==> config.mk <==
export PLATFORM = sky130hd
export DESIGN_NAME = rom_scanner
export DESIGN_NICKNAME = d
export VERILOG_FILES = /design/src/rtl/rom_scanner.sv
export SDC_FILE = /design/constraint.sdc
export NUM_CORES = 1
export LEC_CHECK = 0
export ABC_AREA = 1
export BUFFER_PORTS_ARGS = -buffer_cell sky130_fd_sc_hd__buf_2
export CAP_MARGIN = 20
export CORE_ASPECT_RATIO = 1.1
export CORE_MARGIN = 8
export CORE_UTILIZATION = 40
export DETAILED_ROUTE_END_ITERATION = 10
export HOLD_SLACK_MARGIN = 0.06
export PLACE_DENSITY = 0.68
export SETUP_SLACK_MARGIN = 0.3
export SYNTH_ARGS = -nofsm -noshare
export SYNTH_HDL_FRONTEND = slang
export SYNTH_SLANG_ARGS = --single-unit
==> constraint.sdc <==
create_clock -name clk -period 1.38 [get_ports clk]
set_input_delay 0.414 -clock clk [delete_from_list [all_inputs] [get_ports clk]]
set_output_delay 0.414 -clock clk [all_outputs]
set_load 0.05 [all_outputs]
==> src/rtl/rom_scanner.sv <==
// Sequential ROM reader: walks len words from base (wrapping), presents each word
// on a valid/ready output and accumulates a mod-2^DW checksum of accepted words.
//
// state | meaning
// IDLE  | waiting for start with nonzero len
// FETCH | ROM enabled for one cycle, word captured at the closing edge
// HOLD  | word offered downstream until accepted or aborted
// DONE  | one-cycle done pulse, then back to IDLE
module rom_scanner #(
   parameter int AW = 4,
   parameter int DW = 8
) (
   input  logic          clk,
   input  logic          rst_n,
   input  logic          start,
   input  logic [AW-1:0] base,
   input  logic [AW:0]   len,
   input  logic          abort,
   output logic [AW-1:0] rom_addr,
   output logic          rom_en,
   output logic          rom_ce,
   input  logic [DW-1:0] rom_data,
   output logic [DW-1:0] out_data,
   output logic          out_valid,
   input  logic          out_ready,
   output logic          out_last,
   output logic          busy,
   output logic          done,
   output logic [DW-1:0] checksum
);

   typedef enum logic [1:0] {IDLE, FETCH, HOLD, DONE} state_t;

   localparam logic [AW:0] DEPTH = {1'b1, {AW{1'b0}}};
   localparam logic [AW:0] ONE   = {{AW{1'b0}}, 1'b1};

   state_t        state, state_n;
   logic [AW:0]   remaining, remaining_n;
   logic [AW-1:0] rom_addr_n;
   logic          rom_en_n, rom_ce_n;
   logic [DW-1:0] out_data_n, checksum_n;
   logic          out_valid_n, out_last_n, busy_n, done_n;

   always_ff @(posedge clk or negedge rst_n) begin
      if (!rst_n) begin
         state     <= IDLE;
         remaining <= '0;
         rom_addr  <= '0;
         rom_en    <= 1'b0;
         rom_ce    <= 1'b0;
         out_data  <= '0;
         out_valid <= 1'b0;
         out_last  <= 1'b0;
         busy      <= 1'b0;
         done      <= 1'b0;
         checksum  <= '0;
      end else begin
         state     <= state_n;
         remaining <= remaining_n;
         rom_addr  <= rom_addr_n;
         rom_en    <= rom_en_n;
         rom_ce    <= rom_ce_n;
         out_data  <= out_data_n;
         out_valid <= out_valid_n;
         out_last  <= out_last_n;
         busy      <= busy_n;
         done      <= done_n;
         checksum  <= checksum_n;
      end
   end

   // Outputs are computed one cycle ahead so every port comes straight from a flop.
   always_comb begin
      state_n     = state;
      remaining_n = remaining;
      rom_addr_n  = rom_addr;
      rom_en_n    = 1'b0;
      rom_ce_n    = 1'b0;
      out_data_n  = out_data;
      out_valid_n = out_valid;
      out_last_n  = out_last;
      busy_n      = busy;
      done_n      = 1'b0;
      checksum_n  = checksum;
      case (state)
         IDLE: begin
            if (start && (len != '0)) begin
               state_n     = FETCH;
               rom_addr_n  = base;
               remaining_n = (len > DEPTH) ? DEPTH : len;
               checksum_n  = '0;
               rom_en_n    = 1'b1;
               rom_ce_n    = 1'b1;
               busy_n      = 1'b1;
            end
         end
         FETCH: begin
            if (abort) begin
               state_n = IDLE;
               busy_n  = 1'b0;
            end else begin
               state_n     = HOLD;
               out_data_n  = rom_data;
               out_valid_n = 1'b1;
               out_last_n  = (remaining == ONE);
            end
         end
         HOLD: begin
            if (abort) begin
               state_n     = IDLE;
               out_valid_n = 1'b0;
               out_last_n  = 1'b0;
               busy_n      = 1'b0;
            end else if (out_ready) begin
               checksum_n  = checksum + out_data;
               remaining_n = remaining - ONE;
               out_valid_n = 1'b0;
               out_last_n  = 1'b0;
               if (remaining == ONE) begin
                  state_n = DONE;
                  done_n  = 1'b1;
               end else begin
                  state_n    = FETCH;
                  rom_addr_n = rom_addr + AW'(1);
                  rom_en_n   = 1'b1;
                  rom_ce_n   = 1'b1;
               end
            end
         end
         DONE: begin
            state_n = IDLE;
            busy_n  = 1'b0;
         end
         default: begin
            state_n = IDLE;
            busy_n  = 1'b0;
         end
      endcase
   end

endmodule

Word-level counts from Yosys, hierarchy flattened
Index checks and enable logic that the tools add are counted.
- add/sub/neg operators: 3
- mux-type cells: 38
- equal/unequal tests: 11
- divide/modulo/power cells: 0
- reductions and logical operators: 12
- shifts and indexed selects: 0
- multipliers: 0
- bitwise logic cells: 1
- order comparisons: 1
- operators with widths (operator ; number):
    8-bit two-way mux ; 3
    5-bit two-way mux ; 4
    4-bit two-way mux ; 4
    8-bit case mux with 2 select lines ; 1
    1-bit two-way mux ; 14
    2-bit two-way mux ; 5
    2-bit inequality test, second input constant ; 5
    5-bit case mux with 2 select lines ; 1
    8-bit adder ; 1
    2-bit case mux with 4 select lines ; 1
    4-bit case mux with 2 select lines ; 1
    1-bit case mux with 2 select lines ; 3
    2-bit AND reduction ; 3
    5-bit by 1-bit equality test with 1-bit output, second input constant ; 1
    5-bit > comparator, second input constant ; 1
    5-bit AND reduction ; 1
    5-bit nonzero test ; 1
    5-bit by 1-bit subtractor with 5-bit output, second input constant ; 1
    4-bit by 1-bit adder with 4-bit output, second input constant ; 1
    2-bit equality test, second input constant ; 2
    4-bit AND reduction ; 1
    2-bit nonzero test ; 2
    3-bit inequality test, second input constant ; 1
    1-bit case mux with 3 select lines ; 1
    7 further kinds ; 7
- bits in read-only memories: 0
- RAM bits: 0
- bits in latches: 0
- output and inout bits: 26
- register bits after elaboration: 32
- memories kept: 0

Longest topological paths before layout
- depth after elaboration: 5
- mapped depth: 10
- mapped depth without buffers: 10

Worst setup path after synthesis
No wires, ideal clock.
- path kind: flip-flop to flip-flop
- from: reg out_data[0]
- to: reg checksum[6]
- stages on the path, launching flop included: 11
- slack: -427 ps
- library setup time: 118 ps
- arrival time: 1689 ps
- path through: dfrtp_1 > ha_1 > fa_1 > nand3_1 > nand2_1 > nand2_1 > nand2_1 > nand2_1 > nand2_1 > nand2_1 > nand2_1
- longest elaborated chain between the ends: 4
- RTL lines (what ; RTL line ; text):
    start: declaration ; 23 ; output logic [DW-1:0] out_data,
    start signal: assignment ; 63 ; out_data <= out_data_n;
    8-bit adder ; 115 ; checksum_n = checksum + out_data;
    8-bit two-way mux ; 114 ; end else if (out_ready) begin
    8-bit two-way mux ; 109 ; if (abort) begin
    8-bit case mux with 2 select lines ; 85 ; case (state)
    end signal: assignment ; 68 ; checksum <= checksum_n;
    end: declaration ; 29 ; output logic [DW-1:0] checksum
Every way passes these cells. The select of a mux whose other input is x is not followed.
A chain may end at the register's enable or synchronous reset.

Worst setup path after layout
- from: reg checksum[0]
- to: out checksum[0]
No word-level cell between the ends.

==> reports/summary.txt <==
Smallest hold slack - 54.06 ps
Floorplan Core Area - 0.004587 mm²
Count of pins over their slew limit - 0
Finished layout cell area - 0.003337 mm²
Final Total Pwr - 8.915 mW
Power density of the placed cells - 2671 mW/mm²
Overall fraction of global-route tracks in use - 0.1538
Type of element capturing the critical path - primary output
Post-place instance area - 0.002536 mm²
Vertical die dimension - 87.96 µm
Status - finished with violations
Achievable clock frequency - 653.9 MHz
Unique masters post-synth - 28
Die ar. - 0.007162 mm²
Wire length reported by the detailed router - 5718 µm
1st-pass router iterations - 4
Largest net degree at the start of global routing - 33
Shortest period the worst path allows - 1529 ps
Worst-path fanout max - 2
Die span in x - 81.42 µm
Mapped Area - 0.001883 mm²
Top-level port count - 48
Largest clock skew in the final design - 4.824 ps
Gr ovfl total - 0
Startpoint Class - flip-flop
DR vias - 1968
Ant. Diodes - 0
Effective utilization at floorplan - 0.4105
Period utilisation layout - 1.108
CTS Root Buffer Type - sky130_fd_sc_hd__clkbuf_8
Post-route DRC violation count - 0
CTS Buffer Depth - 2
Detail-routed net length per standard cell - 14.22 µm
Leading area contributor after synthesis - sky130_fd_sc_hd__dfrtp_1
Max-cap violation count - 0
Ratio of cells with drive above 1 in the final layout - 0.5723
Most common flop cell mapped by yosys - sky130_fd_sc_hd__dfrtp_1
Actual transition at the worst max-transition pin - 262.4 ps
Number of sinks on the clock net - 32
Hold bufs inserted after CTS - 0
Post-synthesis sequential element count - 32
Setup ws final - -149.2 ps
Pre-CTS WS - -105.3 ps
Async set-reset flop share out of synthesis - 1.000
Mean instance size in the synthesized netlist - 7.846 µm²
Required time worst endpoint - 970 ps
Total Nets Final - 381
Min-Delay Path Class - input pin to async pin
Placement Rows - 26
Initial antenna violation count - 0
Most used standard cells in the synthesized netlist - 89 x sky130_fd_sc_hd__nand2_1, 32 x sky130_fd_sc_hd__dfrtp_1, 26 x sky130_fd_sc_hd__inv_1
Global-route wire length before repair - 8562 µm
Rel. slew slack - 0.8232
Mean number of vias per cell - 4.896
Number of enable-type register cells in the synthesized netlist - 0
Leading cell type by number of instances after synthesis - sky130_fd_sc_hd__nand2_1
Number of H-tree levels - 2
PortBufs - 47
Area share of the largest cell type after synthesis - 0.4252
Number of clock buffers inserted by TritonCTS - 5
Final weighted congestion in routability-driven placement - 0.8171
Clock transition at the registers of the reported paths - 70 ps
Initial DRC count - 109
HPWL after detailed placement - 3680 µm
Net count after synthesis - 276
Final number of hold-violating endpoints - 0
Largest vdd supply drop - 1.624 mV
Top cells by area, synth - sky130_fd_sc_hd__dfrtp_1 43%, sky130_fd_sc_hd__nand2_1 18%, sky130_fd_sc_hd__ha_1 8.6%
CTS tree - yes
Proportion of synthesized chip area in sequential cells - 0.4252
Worst-skew pair later-pin latency - 300 ps
Cell leakage power - 1.662 nW
Syn Inst Count - 240
Residual antenna-violating net count after detailed routing - 0
Via count of the first global-routing pass - 1918
Number of warnings issued by yosys - 0
Finish-stage setup viols - 27
Critical path arrival - 1120 ps
Layout Area Growth over Synthesis - 77.21%
Critical path class - flip-flop to primary output
RSZ-0062 raised after global routing - yes
Violated checks - setup timing
registers in the layout (all words and copies together) (netlist names):
name       flops
out_last       1
done           1
rom_addr       4
remaining      5
out_data       8
busy           1
out_valid      1
checksum       8
rom_ce         1
state          2
through the flow:
step	setup TNS, ps	std cells	util
2_1_floorplan	-742.2	240	-
3_3_place_gp	-683.3	364	0.5529
5_1_grt	-4209	402	0.7275
4_1_cts	-1360	383	0.6738
6_report	-2032	402	0.7275
3_5_place_dp	-1296	364	0.5529
worst paths after layout:
check,cells after the start,startpoint,slack [ps],to
min in group clk,3,rom_data[1],310,out_data[1]$_DFFE_PN0P_
max in group asynchronous,2,rst_n,1130,out_data[2]$_DFFE_PN0P_
max,3,checksum[0]$_DFFE_PN0P_,-150,checksum[0]
max reg2reg,8,state[0]$_DFFE_PN0P_,-150,rom_addr[3]$_DFFE_PN0P_
min reg2reg,2,remaining[2]$_DFFE_PN0P_,530,remaining[2]$_DFFE_PN0P_
min,2,rst_n,50,out_data[1]$_DFFE_PN0P_
worst max-delay path, stage by stage (launching register included):
cell	delay [ps]
sky130_fd_sc_hd__dfrtp_2	430
sky130_fd_sc_hd__buf_4	140
sky130_fd_sc_hd__buf_6	110
sky130_fd_sc_hd__buf_8	140
what timing repair did:
item | 4_1_cts | 5_1_grt
setup endpoints to repair | 58 | 58
gates resized for setup | 110 | 36
pin swaps | 12 | 14
setup buffers | 11 | 19
endpoints found under the hold margin | 0 | 0
cell usage in the layout, fill, tap and decap left out, types with 2 or more instances in the layout:
master,synthesis,final
sky130_fd_sc_hd__xnor2_1,4,4
sky130_fd_sc_hd__nand3_1,15,13
sky130_fd_sc_hd__a21oi_1,5,5
sky130_fd_sc_hd__ha_4,0,9
sky130_fd_sc_hd__dfrtp_1,32,15
sky130_fd_sc_hd__buf_2,1,21
sky130_fd_sc_hd__nor2_1,7,5
sky130_fd_sc_hd__buf_12,0,3
sky130_fd_sc_hd__nand3_4,0,2
sky130_fd_sc_hd__buf_8,0,16
sky130_fd_sc_hd__inv_4,0,2
sky130_fd_sc_hd__o21ai_1,9,15
sky130_fd_sc_hd__inv_2,4,7
sky130_fd_sc_hd__nand2_2,2,29
sky130_fd_sc_hd__ha_1,13,3
sky130_fd_sc_hd__dfrtp_2,0,17
sky130_fd_sc_hd__clkbuf_8,0,5
sky130_fd_sc_hd__inv_1,26,19
sky130_fd_sc_hd__o21ai_0,15,6
sky130_fd_sc_hd__buf_6,1,27
sky130_fd_sc_hd__o21ai_2,1,4
sky130_fd_sc_hd__nand2_4,1,4
sky130_fd_sc_hd__buf_4,2,35
sky130_fd_sc_hd__nand2_1,89,58
sky130_fd_sc_hd__nand3_2,2,2
sky130_fd_sc_hd__nor2_4,0,3
final cells by class:
type	instances	area, µm²
clock buffers	6	72.57
repair buffers	102	972.2
multi-input cells	174	1239
fillers	318	1250
well taps	56	70.07
flip-flops and latches	32	822.0
inverters	30	126.4
clock inverters	2	35.03
metal layers:
metal | GRT usage | wire, µm
met1 | 0.1618 | 2268
met3 | 0.05339 | 354
met4 | 0.04553 | 40
met2 | 0.2781 | 3055
met5 | 0 | 0
report_power, final:
group          internal [mW]  leakage [nW]  switching [mW]  total, mW
Combinational           2.86          1.22            3.27       6.14
Sequential              1.37         0.390           0.478       1.85
Clock                  0.536        0.0552           0.398      0.934
Total                   4.77          1.66            4.15       8.91
cells by family (layout without fill, tap and decap cells):
logic type / after synthesis / count (layout) / share of synthesized area
AND/OR/NAND/NOR: 119 / 119 / 0.2638
multiplexers: 1 / 1 / 0.005316
buffers and inverters: 34 / 140 / 0.07640
XOR/XNOR: 5 / 5 / 0.02325
adder cells (fa/ha/maj): 14 / 14 / 0.09701
flip-flops: 32 / 32 / 0.4253
AO/OA/AOI/OAI: 35 / 35 / 0.1090
Note: power is estimated with default switching activity, not from simulation.
